### config.mk
export PLATFORM = sky130hd
export DESIGN_NAME = ctrl_pipe
export DESIGN_NICKNAME = d
export VERILOG_FILES = /design/src/rtl/ctrl_pipe_pkg.sv /design/src/rtl/ctrl_pipe_decode.sv /design/src/rtl/ctrl_pipe.sv
export SDC_FILE = /design/constraint.sdc
export NUM_CORES = 1
export LEC_CHECK = 0
export CAP_MARGIN = 40
export CORE_MARGIN = 2
export CORE_UTILIZATION = 41
export DETAILED_ROUTE_END_ITERATION = 10
export GPL_TIMING_DRIVEN = 0
export PLACE_DENSITY = 0.75
export SLEW_MARGIN = 20
export SYNTH_ARGS = -nofsm -noshare
export SYNTH_HDL_FRONTEND = slang
export SYNTH_SLANG_ARGS = --single-unit
### constraint.sdc
create_clock -name clk_i -period 1.7 [get_ports clk_i]
set_clock_uncertainty 0.05 [all_clocks]
set_input_delay 0.255 -clock clk_i [delete_from_list [all_inputs] [get_ports clk_i]]
set_output_delay 0.255 -clock clk_i [all_outputs]
set_load 0.05 [all_outputs]
### src/rtl/ctrl_pipe_pkg.sv
// ---------------------------------------------------------------------------
// ctrl_pipe_pkg
// Shared definitions for the RV32I pipelined control unit.
//   - RV32I base opcode constants
//   - encodings for the ALU A-operand select, immediate format and
//     write-back source
//   - the per-stage control words (EX, MEM, WB) and their bubble values
// No ports; imported by ctrl_decode and ctrl_pipe.
// ---------------------------------------------------------------------------
package ctrl_pipe_pkg;

    // RV32I major opcodes (inst[6:0])
    localparam logic [6:0] OPC_OP     = 7'b0110011;
    localparam logic [6:0] OPC_OP_IMM = 7'b0010011;
    localparam logic [6:0] OPC_LOAD   = 7'b0000011;
    localparam logic [6:0] OPC_STORE  = 7'b0100011;
    localparam logic [6:0] OPC_BRANCH = 7'b1100011;
    localparam logic [6:0] OPC_JAL    = 7'b1101111;
    localparam logic [6:0] OPC_JALR   = 7'b1100111;
    localparam logic [6:0] OPC_LUI    = 7'b0110111;
    localparam logic [6:0] OPC_AUIPC  = 7'b0010111;

    // ALU code used for every address / pass-through computation
    localparam logic [3:0] ALU_ADD = 4'b0000;

    typedef enum logic [1:0] {
        ASEL_RS1  = 2'd0,
        ASEL_PC   = 2'd1,
        ASEL_ZERO = 2'd2
    } asel_e;

    typedef enum logic [2:0] {
        IMM_I = 3'd0,
        IMM_S = 3'd1,
        IMM_B = 3'd2,
        IMM_U = 3'd3,
        IMM_J = 3'd4
    } imm_sel_e;

    typedef enum logic [1:0] {
        WB_ALU = 2'd0,
        WB_MEM = 2'd1,
        WB_PC4 = 2'd2
    } wb_sel_e;

    // Fields consumed only by the execute stage
    typedef struct packed {
        logic     valid;
        logic [3:0] alu_sel;
        asel_e    asel;
        logic     bsel;
        imm_sel_e imm_sel;
        logic     branch;
        logic     jump;
    } ex_ctrl_t;

    // Fields consumed by the memory stage
    typedef struct packed {
        logic valid;
        logic rd_en;
        logic wr_en;
    } mem_ctrl_t;

    // Fields consumed by write-back
    typedef struct packed {
        logic       valid;
        logic       reg_wen;
        wb_sel_e    sel;
        logic [4:0] rd;
    } wb_ctrl_t;

    localparam ex_ctrl_t EX_BUBBLE = '{
        valid:   1'b0,
        alu_sel: 4'd0,
        asel:    ASEL_RS1,
        bsel:    1'b0,
        imm_sel: IMM_I,
        branch:  1'b0,
        jump:    1'b0
    };

    localparam mem_ctrl_t MEM_BUBBLE = '{
        valid: 1'b0,
        rd_en: 1'b0,
        wr_en: 1'b0
    };

    localparam wb_ctrl_t WB_BUBBLE = '{
        valid:   1'b0,
        reg_wen: 1'b0,
        sel:     WB_ALU,
        rd:      5'd0
    };

endpackage

### src/rtl/ctrl_pipe_decode.sv
// ---------------------------------------------------------------------------
// ctrl_decode
// Purely combinational RV32I instruction decoder. Produces the full control
// word split into EX / MEM / WB structs, plus register-usage information for
// the load-use hazard check.
// Ports:
//   inst_i      in  32  instruction to decode
//   ex_o        out     EX control fields (valid = 1 for a known opcode)
//   mem_o       out     MEM control fields
//   wb_o        out     WB control fields (reg_wen suppressed for rd = x0)
//   illegal_o   out 1   opcode is not an RV32I base opcode
//   uses_rs1_o  out 1   instruction reads rs1
//   uses_rs2_o  out 1   instruction reads rs2
//   rs1_o       out 5   rs1 field
//   rs2_o       out 5   rs2 field
//   rd_o        out 5   rd field
// ---------------------------------------------------------------------------
module ctrl_decode
    import ctrl_pipe_pkg::*;
(
    input  logic [31:0] inst_i,
    output ex_ctrl_t    ex_o,
    output mem_ctrl_t   mem_o,
    output wb_ctrl_t    wb_o,
    output logic        illegal_o,
    output logic        uses_rs1_o,
    output logic        uses_rs2_o,
    output logic [4:0]  rs1_o,
    output logic [4:0]  rs2_o,
    output logic [4:0]  rd_o
);

    logic [6:0] opcode;
    logic [2:0] funct3;
    logic       funct7_b5;

    assign opcode    = inst_i[6:0];
    assign funct3    = inst_i[14:12];
    assign funct7_b5 = inst_i[30];
    assign rs1_o     = inst_i[19:15];
    assign rs2_o     = inst_i[24:20];
    assign rd_o      = inst_i[11:7];

    // Remaining funct7 bits do not influence any RV32I control field.
    logic unused_funct7;
    assign unused_funct7 = ^{inst_i[31], inst_i[29:25]};

    // Start every word as a valid "nothing" instruction and let each opcode
    // switch on exactly the fields it needs. Unknown opcodes fall back to
    // the bubble values so they travel down the pipe as no-ops.
    always_comb begin
        ex_o        = EX_BUBBLE;
        mem_o       = MEM_BUBBLE;
        wb_o        = WB_BUBBLE;
        ex_o.valid  = 1'b1;
        mem_o.valid = 1'b1;
        wb_o.valid  = 1'b1;
        wb_o.rd     = rd_o;
        illegal_o   = 1'b0;
        uses_rs1_o  = 1'b0;
        uses_rs2_o  = 1'b0;

        unique case (opcode)
            OPC_OP: begin
                ex_o.alu_sel = {funct7_b5, funct3};
                wb_o.reg_wen = 1'b1;
                uses_rs1_o   = 1'b1;
                uses_rs2_o   = 1'b1;
            end
            OPC_OP_IMM: begin
                // Only the shift-right pair uses funct7[5] (srli/srai);
                // for the other immediates bit 30 is part of the constant.
                ex_o.alu_sel = {(funct3 == 3'b101) ? funct7_b5 : 1'b0, funct3};
                ex_o.bsel    = 1'b1;
                ex_o.imm_sel = IMM_I;
                wb_o.reg_wen = 1'b1;
                uses_rs1_o   = 1'b1;
            end
            OPC_LOAD: begin
                ex_o.alu_sel = ALU_ADD;
                ex_o.bsel    = 1'b1;
                ex_o.imm_sel = IMM_I;
                mem_o.rd_en  = 1'b1;
                wb_o.reg_wen = 1'b1;
                wb_o.sel     = WB_MEM;
                uses_rs1_o   = 1'b1;
            end
            OPC_STORE: begin
                ex_o.alu_sel = ALU_ADD;
                ex_o.bsel    = 1'b1;
                ex_o.imm_sel = IMM_S;
                mem_o.wr_en  = 1'b1;
                uses_rs1_o   = 1'b1;
                uses_rs2_o   = 1'b1;
            end
            OPC_BRANCH: begin
                ex_o.alu_sel = {1'b0, funct3};
                ex_o.imm_sel = IMM_B;
                ex_o.branch  = 1'b1;
                uses_rs1_o   = 1'b1;
                uses_rs2_o   = 1'b1;
            end
            OPC_JAL: begin
                ex_o.alu_sel = ALU_ADD;
                ex_o.asel    = ASEL_PC;
                ex_o.bsel    = 1'b1;
                ex_o.imm_sel = IMM_J;
                ex_o.jump    = 1'b1;
                wb_o.reg_wen = 1'b1;
                wb_o.sel     = WB_PC4;
            end
            OPC_JALR: begin
                ex_o.alu_sel = ALU_ADD;
                ex_o.asel    = ASEL_RS1;
                ex_o.bsel    = 1'b1;
                ex_o.imm_sel = IMM_I;
                ex_o.jump    = 1'b1;
                wb_o.reg_wen = 1'b1;
                wb_o.sel     = WB_PC4;
                uses_rs1_o   = 1'b1;
            end
            OPC_LUI: begin
                ex_o.alu_sel = ALU_ADD;
                ex_o.asel    = ASEL_ZERO;
                ex_o.bsel    = 1'b1;
                ex_o.imm_sel = IMM_U;
                wb_o.reg_wen = 1'b1;
            end
            OPC_AUIPC: begin
                ex_o.alu_sel = ALU_ADD;
                ex_o.asel    = ASEL_PC;
                ex_o.bsel    = 1'b1;
                ex_o.imm_sel = IMM_U;
                wb_o.reg_wen = 1'b1;
            end
            default: begin
                illegal_o = 1'b1;
                ex_o      = EX_BUBBLE;
                mem_o     = MEM_BUBBLE;
                wb_o      = WB_BUBBLE;
            end
        endcase

        // Writes to x0 are architecturally discarded; suppressing them here
        // keeps the register file and forwarding logic from seeing them.
        if (rd_o == 5'd0) begin
            wb_o.reg_wen = 1'b0;
        end
    end

endmodule

### src/rtl/ctrl_pipe.sv
// ---------------------------------------------------------------------------
// ctrl_pipe
// Pipelined RV32I control unit. Decodes the instruction in the decode slot
// and carries its control word through EX, MEM and (N_STAGE-2) further
// stages, the last of which is WB. Detects load-use hazards and supports a
// branch flush and a global hold.
// Parameters:
//   N_STAGE        control pipeline depth (3..5); stage 1 = EX, 2 = MEM,
//                  N_STAGE = WB
// Ports:
//   clk_i, rst_i   clock (rising edge), synchronous active-high reset
//   inst_i         instruction in decode, qualified by inst_valid_i
//   hold_i         freeze every stage
//   flush_i        drop the instruction in decode
//   stall_o        load-use hazard, upstream must hold inst_i (comb.)
//   illegal_o      valid instruction with unknown opcode (comb.)
//   ex_*           EX stage control fields
//   mem_*          MEM stage control fields
//   wb_*           WB stage control fields
// ---------------------------------------------------------------------------
module ctrl_pipe
    import ctrl_pipe_pkg::*;
#(
    parameter int N_STAGE = 3
) (
    input  logic        clk_i,
    input  logic        rst_i,
    input  logic [31:0] inst_i,
    input  logic        inst_valid_i,
    input  logic        hold_i,
    input  logic        flush_i,
    output logic        stall_o,
    output logic        illegal_o,
    output logic        ex_valid_o,
    output logic [3:0]  ex_alu_sel_o,
    output logic [1:0]  ex_asel_o,
    output logic        ex_bsel_o,
    output logic [2:0]  ex_imm_sel_o,
    output logic        ex_branch_o,
    output logic        ex_jump_o,
    output logic        mem_valid_o,
    output logic        mem_rd_en_o,
    output logic        mem_wr_en_o,
    output logic        wb_valid_o,
    output logic        wb_reg_wen_o,
    output logic [1:0]  wb_sel_o,
    output logic [4:0]  wb_rd_o
);

    // -----------------------------------------------------------------------
    // Decode
    // -----------------------------------------------------------------------
    ex_ctrl_t   dec_ex;
    mem_ctrl_t  dec_mem;
    wb_ctrl_t   dec_wb;
    logic       dec_illegal;
    logic       dec_uses_rs1;
    logic       dec_uses_rs2;
    logic [4:0] dec_rs1;
    logic [4:0] dec_rs2;
    logic [4:0] dec_rd;

    ctrl_decode u_decode (
        .inst_i     (inst_i),
        .ex_o       (dec_ex),
        .mem_o      (dec_mem),
        .wb_o       (dec_wb),
        .illegal_o  (dec_illegal),
        .uses_rs1_o (dec_uses_rs1),
        .uses_rs2_o (dec_uses_rs2),
        .rs1_o      (dec_rs1),
        .rs2_o      (dec_rs2),
        .rd_o       (dec_rd)
    );

    assign illegal_o = inst_valid_i & dec_illegal;

    // -----------------------------------------------------------------------
    // Stage registers
    // -----------------------------------------------------------------------
    // EX holds the whole word (its own fields plus the ones it forwards)
    // and a private rd copy used only by the hazard comparator.
    ex_ctrl_t   ex_q,     ex_d;
    mem_ctrl_t  ex_mem_q, ex_mem_d;
    wb_ctrl_t   ex_wb_q,  ex_wb_d;
    logic [4:0] ex_rd_q,  ex_rd_d;

    // MEM keeps only MEM and WB fields.
    mem_ctrl_t  mem_q,    mem_d;
    wb_ctrl_t   mem_wb_q, mem_wb_d;

    // Load-use hazard: a load sitting in EX will not have its data until
    // after MEM, so a dependent instruction in decode must wait one cycle.
    // Loads into x0 never create a dependency.
    always_comb begin
        stall_o = 1'b0;
        if (inst_valid_i && ex_q.valid && ex_mem_q.rd_en && (ex_rd_q != 5'd0)) begin
            stall_o = (dec_uses_rs1 && (dec_rs1 == ex_rd_q)) ||
                      (dec_uses_rs2 && (dec_rs2 == ex_rd_q));
        end
    end

    // Next-state for EX and MEM. Hold freezes everything; otherwise MEM
    // always advances and EX takes either the decoded word or a bubble.
    // Flush and stall both inject a bubble, so their relative priority
    // only matters upstream (flush means the instruction is discarded).
    always_comb begin
        ex_d     = ex_q;
        ex_mem_d = ex_mem_q;
        ex_wb_d  = ex_wb_q;
        ex_rd_d  = ex_rd_q;
        mem_d    = mem_q;
        mem_wb_d = mem_wb_q;

        if (!hold_i) begin
            mem_d    = ex_mem_q;
            mem_wb_d = ex_wb_q;

            if (flush_i || stall_o || !inst_valid_i || dec_illegal) begin
                ex_d     = EX_BUBBLE;
                ex_mem_d = MEM_BUBBLE;
                ex_wb_d  = WB_BUBBLE;
                ex_rd_d  = 5'd0;
            end else begin
                ex_d     = dec_ex;
                ex_mem_d = dec_mem;
                ex_wb_d  = dec_wb;
                ex_rd_d  = dec_rd;
            end
        end
    end

    // EX and MEM registers; reset flushes both stages to bubbles.
    always_ff @(posedge clk_i) begin
        if (rst_i) begin
            ex_q     <= EX_BUBBLE;
            ex_mem_q <= MEM_BUBBLE;
            ex_wb_q  <= WB_BUBBLE;
            ex_rd_q  <= 5'd0;
            mem_q    <= MEM_BUBBLE;
            mem_wb_q <= WB_BUBBLE;
        end else begin
            ex_q     <= ex_d;
            ex_mem_q <= ex_mem_d;
            ex_wb_q  <= ex_wb_d;
            ex_rd_q  <= ex_rd_d;
            mem_q    <= mem_d;
            mem_wb_q <= mem_wb_d;
        end
    end

    // -----------------------------------------------------------------------
    // Carry stages 3..N_STAGE: only the WB fields remain. wb_link[s] is the
    // output of stage s; wb_link[2] is the MEM stage's WB fields.
    // -----------------------------------------------------------------------
    wb_ctrl_t wb_link [2:N_STAGE];

    assign wb_link[2] = mem_wb_q;

    for (genvar s = 3; s <= N_STAGE; s++) begin : g_wb
        wb_ctrl_t stage_q;
        wb_ctrl_t stage_d;

        // Advance from the previous stage unless the pipe is held.
        always_comb begin
            stage_d = stage_q;
            if (!hold_i) begin
                stage_d = wb_link[s-1];
            end
        end

        // Carry-stage register, cleared to a bubble on reset.
        always_ff @(posedge clk_i) begin
            if (rst_i) begin
                stage_q <= WB_BUBBLE;
            end else begin
                stage_q <= stage_d;
            end
        end

        assign wb_link[s] = stage_q;
    end

    // -----------------------------------------------------------------------
    // Outputs
    // -----------------------------------------------------------------------
    assign ex_valid_o   = ex_q.valid;
    assign ex_alu_sel_o = ex_q.alu_sel;
    assign ex_asel_o    = ex_q.asel;
    assign ex_bsel_o    = ex_q.bsel;
    assign ex_imm_sel_o = ex_q.imm_sel;
    assign ex_branch_o  = ex_q.branch;
    assign ex_jump_o    = ex_q.jump;

    assign mem_valid_o  = mem_q.valid;
    assign mem_rd_en_o  = mem_q.rd_en;
    assign mem_wr_en_o  = mem_q.wr_en;

    assign wb_valid_o   = wb_link[N_STAGE].valid;
    assign wb_reg_wen_o = wb_link[N_STAGE].reg_wen;
    assign wb_sel_o     = wb_link[N_STAGE].sel;
    assign wb_rd_o      = wb_link[N_STAGE].rd;

endmodule
# After elaboration in Yosys (flattened, before gate mapping)
# Index checks and enable logic that the tools add are counted.
classes:
  bitwise: 1
  muxes: 22
  n_eq_ne: 12
  n_reduce_logical: 20
ops:
  columns: ["operator", "n"]
  rows:
  - ["7-bit by 6-bit == test with 1-bit output, second input constant", 3]
  - ["7-bit == test, second input constant", 3]
  - ["7-bit by 5-bit == test with 1-bit output, second input constant", 2]
  - ["7-bit OR reduction", 2]
  - ["1-bit two-way mux", 13]
  - ["13-bit two-way mux", 1]
  - ["3-bit case mux with 4 select lines", 1]
  - ["4-bit case mux with 3 select lines", 1]
  - ["5-bit == test", 2]
  - ["5-bit two-way mux", 2]
  - ["9-bit two-way mux", 1]
  - ["9-bit OR reduction", 1]
  - ["2-bit case mux with 2 select lines", 2]
  - ["7-bit by 2-bit == test with 1-bit output, second input constant", 1]
  - ["2-bit OR reduction", 3]
  - ["6-bit OR reduction", 1]
  - ["1-bit logical AND", 5]
  - ["5-bit zero test", 1]
  - ["5-bit nonzero test", 1]
  - ["1-bit logical OR", 4]
  - ["3-bit == test, second input constant", 1]
  - ["3-bit two-way mux", 1]
  - ["3-bit OR reduction", 1]
  - ["1-bit AND", 1]
  - ["1-bit zero test", 1]
word_totals:
  out_inout_bits: 27
  reg_bits: 51

# Logic depth before layout (Yosys ltp)
logic_depth:
  word_depth: 10
  ltp_mapped: 7

# Modules after synthesis
# Synthesis repeated with hierarchy kept, for this count alone.
hier_totals:
  cells_unflattened: 310
  area_unflattened_um2: 2673.8
modules_own_cells:
  columns: ["module", "area_each_um2", "cells_per_inst", "instances", "seq_area_each_um2"]
  rows:
  - ["ctrl_pipe", 2132.0, 225, 1, 1021.0]
  - ["ctrl_decode", 541.8, 85, 1, 0.0]

# Worst setup path before layout
# OpenSTA, ideal clock, no wires.
synth_path:
  path_kind: "input port to output port"
  from: "in inst_i[2]"
  to: "out stall_o"
  t_required_ns: 1.395
  arrival_ns: 1.568
  path_buffers: 2
  setup_slack_ns: -0.173
  path_stages: 5
  path_cell_list: "buf_6 -> or3_4 -> or3_4 -> a21oi_4 -> buf_6"
synth_between:
  elab_chain_len: 6
  word_cells_on_any_way: 14
  classes_between: "eq/ne (6); mux (3); reduce/logical (5)"
synth_rtl:
  columns: ["element", "line_no", "source"]
  rows:
  - ["from (decl)", "ctrl_pipe.sv:28", "input logic [31:0] inst_i,"]
  - ["7-bit by 6-bit == test with 1-bit output, or another cell as far along", "ctrl_pipe_decode.sv:63", "unique case (opcode)"]
  - ["6-bit OR reduction (no source line) / 3-bit OR reduction (equally long branches)", null, null]
  - ["1-bit two-way mux", "ctrl_pipe_decode.sv:63", null]
  - ["1-bit logical AND (on tied branches)", "ctrl_pipe.sv:98, ctrl_pipe.sv:99", null]
  - ["1-bit logical OR (*)", "ctrl_pipe.sv:98", "stall_o = (dec_uses_rs1 && (dec_rs1 == ex_rd_q)) ||"]
  - ["1-bit two-way mux (*)", "ctrl_pipe.sv:97", "if (inst_valid_i && ex_q.valid && ex_mem_q.rd_en && (ex_rd_q != 5'd0)) begin"]
  - ["to (decl)", "ctrl_pipe.sv:32", "output logic stall_o,"]
# Every way passes the cells marked *; elsewhere a longest branch is shown, timed or not.

# Worst setup path in the final report
layout_path:
  from: "in inst_i[3]"
  to: "out stall_o"
# The elaborated chain is that of the path after synthesis.

==> flow_summary.json <==
{
  "routed.top_layer": "met4",
  "path_cells": "clkdlybuf4s15_1 -> or3_4 -> or3_4 -> a21oi_4 -> buf_12 -> buf_12",
  "die-area_sq_um": 5510,
  "cts_made_buffers": 5,
  "drive_gt1_share_pct": 26.1,
  "nNetsFinal": 339,
  "grt_first_pass_wirelength_um": 8210,
  "hold_viol": 0,
  "dieWidth_um": 74.2,
  "clock_latency_ps": 290,
  "status": "finished with violations",
  "period_share_pct": 123,
  "gp_congestion": 0.787,
  "final_cell_area_sq_um": 3050,
  "dp_hpwl_um": 3400,
  "clk_pin_slew_ps": 80,
  "startpoint_type": "input pin",
  "whs_ps": 259,
  "grt_max_degree": 15,
  "drtAntennaViolNets": 0,
  "pre_cts_ws_ps": -1480,
  "clockBufferDepth": 2,
  "post_drt_via_cell_ratio": 5.06,
  "peakVddDrop_uv": 362,
  "layout_setup_ws_ps": -393,
  "crit_required_ps": 1390,
  "synth.avg_cell_area_sq_um": 9.15,
  "tightest_slew_ps": 501,
  "finalNonFillerCells": 370,
  "wl_um": 5130,
  "hold_class": "input pin to flip-flop",
  "num-fill-cells": 401,
  "seq_power_share_pct": 55.4,
  "p_int_w": 0.00147,
  "violations": "negative setup slack",
  "postSynthCellCount": 221,
  "ioPinCount": 64,
  "wl_met1_um": 2200,
  "n_antenna_cell": 0,
  "p_sw_w": 0.000462,
  "critPathCaptureType": "primary output",
  "antenna_found_initial": 0,
  "power_frac_comb_pct": 11.1,
  "cts-root-buf": "clkbuf_8",
  "grt_pass1_vias": 1694,
  "drc": 0,
  "synth_warnings": 0,
  "relSlewSlack_pct": 66.8,
  "grtUsageTotal_pct": 19.6,
  "syn_to_final_growth_pct": 50.6,
  "grt-ovfl-total": 0,
  "ys_types": 41,
  "rsz0062_at_grt": "true",
  "ys_seq_area_share_pct": 45.5,
  "cts_tree": "done",
  "dpl_cell_area_sq_um": 2670,
  "setup_viol": 25,
  "dr_wl_met3_um": 276,
  "first_iter_violations": 121,
  "synth_seq_cells": 46,
  "cts_hold_buffers": 0,
  "h-tree-depth": 2,
  "min_period_ps": 2090,
  "drt_pass1_iterations": 4,
  "port_buffers": 55,
  "power.density_nw_per_um2": 635,
  "arrival_ps": 1790,
  "wl_met2_um": 2550,
  "netlist_area_sq_um": 2020,
  "wl_per_cell_um": 13.9,
  "cp_max_fo": 5,
  "clkPwrFrac_pct": 33.4,
  "cellLeakagePower_nw": 1.34,
  "row_count": 25,
  "die_h_um": 74.2,
  "dp_cells": 343,
  "max_cap_violations": 0,
  "vias": 1874,
  "finalMaxSlewViolations": 0,
  "fmax_mhz": 478,
  "fp.coreArea_sq_um": 4750,
  "crit_slowest_cell": "or3_4",
  "slowest_delay_ps": 430,
  "postSynthNetCount": 258,
  "swShare_pct": 23.9,
  "critical_path_class": "input pin to primary output",
  "clock-sinks": 46,
  "start_util_pct": 42.5
}
==> layer usage <==
layer / vias to the layer above / track usage [%]
met3: 11 / 4.47
met2: 64 / 32.7
li1: 926 / -
met4: 0 / 4.76
met5: - / 0
met1: 873 / 25.8
==> cell usage after synthesis (all sizes together) <==
cell type | instances | area (sq um)
a22o | 1 | 8.76
xnor2 | 7 | 61.3
o211ai | 2 | 15.0
and3 | 1 | 6.26
and3b | 2 | 17.5
a32o | 1 | 10.0
buf | 8 | 62.6
a2111oi | 1 | 8.76
nand4 | 3 | 18.8
or2b | 1 | 7.51
or4b | 1 | 10.0
a21oi | 3 | 26.3
or3 | 2 | 22.5
nand2b | 2 | 12.5
a22oi | 1 | 7.51
xor2 | 3 | 26.3
dfxtp | 46 | 921
o21ai | 28 | 193
o31ai | 1 | 7.51
nor2b | 1 | 6.26
nor2 | 24 | 90.1
inv | 2 | 7.51
nor3 | 3 | 26.3
and2 | 1 | 6.26
o21a | 1 | 7.51
o2111ai | 2 | 17.5
a211oi | 1 | 7.51
clkbuf | 5 | 18.8
nand2 | 40 | 153
mux2i | 19 | 190
and4 | 1 | 8.76
nand3 | 5 | 25.0
or4 | 2 | 15.0
==> stage by stage <==
| step | TNS [ps] | util (%) | total power, W |
|---|---|---|---|
| final | -2880 | 64.1 | 0.00193 |
| after global routing | -4480 | 64.1 | 0.00200 |
| after CTS | -2030 | 62.6 | 0.00194 |
| after detailed placement | -24130 | 56.1 | 0.00129 |
| after global placement | -23680 | 56.1 | 0.00129 |
| after floorplan | -1520 | - | 0.00119 |
==> state kept, by name, indices dropped and copies added (netlist names) <==
register	cells
ex_jump_o	1
wb_reg_wen_o	1
ex_asel_o	2
ex_mem_q	2
ex_wb_q	7
ex_bsel_o	1
wb_sel_o	2
mem_wr_en_o	1
wb_rd_o	5
mem_valid_o	1
ex_valid_o	1
ex_branch_o	1
wb_valid_o	1
ex_imm_sel_o	3
ex_rd_q	5
mem_wb_q	8
ex_alu_sel_o	4
==> what timing repair did <==
item	in CTS	in global routing
resized for setup	93	11
cloned	1	1
endpoints found under the setup margin	64	35
pin swaps	17	6
setup buffers	15	2
==> power groups by stage <==
stage / registers, W / clock network [W] / logic [W]
after global placement: 0.00110 / 0 / 0.000186
after global routing: 0.00107 / 0.000699 / 0.000232
after detailed placement: 0.00110 / 0 / 0.000189
after CTS: 0.00107 / 0.000662 / 0.000210
after floorplan: 0.00110 / 0 / 0.0000896
final: 0.00107 / 0.000647 / 0.000215
==> layout by cell type, fill, tap and decap left out, types with 2 or more instances in the layout <==
cell type        instances
nand2_2                  2
xor2_1                   3
xnor2_1                  3
dfxtp_1                 41
nor3_1                   2
o21ai_2                 15
dlygate4sd2_1           34
xnor2_2                  4
buf_6                    5
buf_8                    2
mux2i_1                 19
buf_12                   3
nand3_1                  3
o21ai_0                  5
o21ai_1                  8
nor2_1                  23
or3_4                    2
buf_4                   16
dfxtp_4                  4
inv_1                    2
clkdlybuf4s50_1         16
nand4_1                  3
a21oi_1                  2
nand3_2                  2
clkbuf_8                 5
o211ai_1                 2
clkbuf_1                 5
nand2_1                 37
buf_2                    2
==> logic make-up after synthesis <==
logic type | count (synthesis) | share of synthesized area [%]
compound gates | 42 | 15.3
mux | 19 | 9.41
flops | 46 | 45.5
simple gates | 89 | 21.0
xor+xnor | 10 | 4.33
buf+inv | 15 | 4.39
==> worst paths after layout <==
check	endpoint	depth (start not counted)	startpoint	slack (ps)
setup / recovery	stall_o	6	inst_i[3]	-390
setup reg to reg	ex_wb_q[7]	8	ex_rd_q[1]	-160
hold reg to reg	ex_alu_sel_o[0]	2	ex_alu_sel_o[0]	410
hold / removal	ex_asel_o[1]	2	inst_i[5]	260
==> worst max-delay path, delay by kind of cell <==
family	cells	cell delay, ps
and+or+nand+nor	2	830
buffers and inverters	3	500
AOI/OAI and AO/OA	1	190
==> layout make-up <==
class	instances	area [sq um]	area share [%]
buffer	13	114	3.74
clock buffer	6	72.6	2.38
clock inverter	2	13.8	0.452
inverter	2	7.51	0.247
multi-input combinational	160	1130	37.0
sequential	46	937	30.8
tap	67	83.8	2.75
timing repair buffer	74	691	22.7
Power figures use the tool's default switching activity.
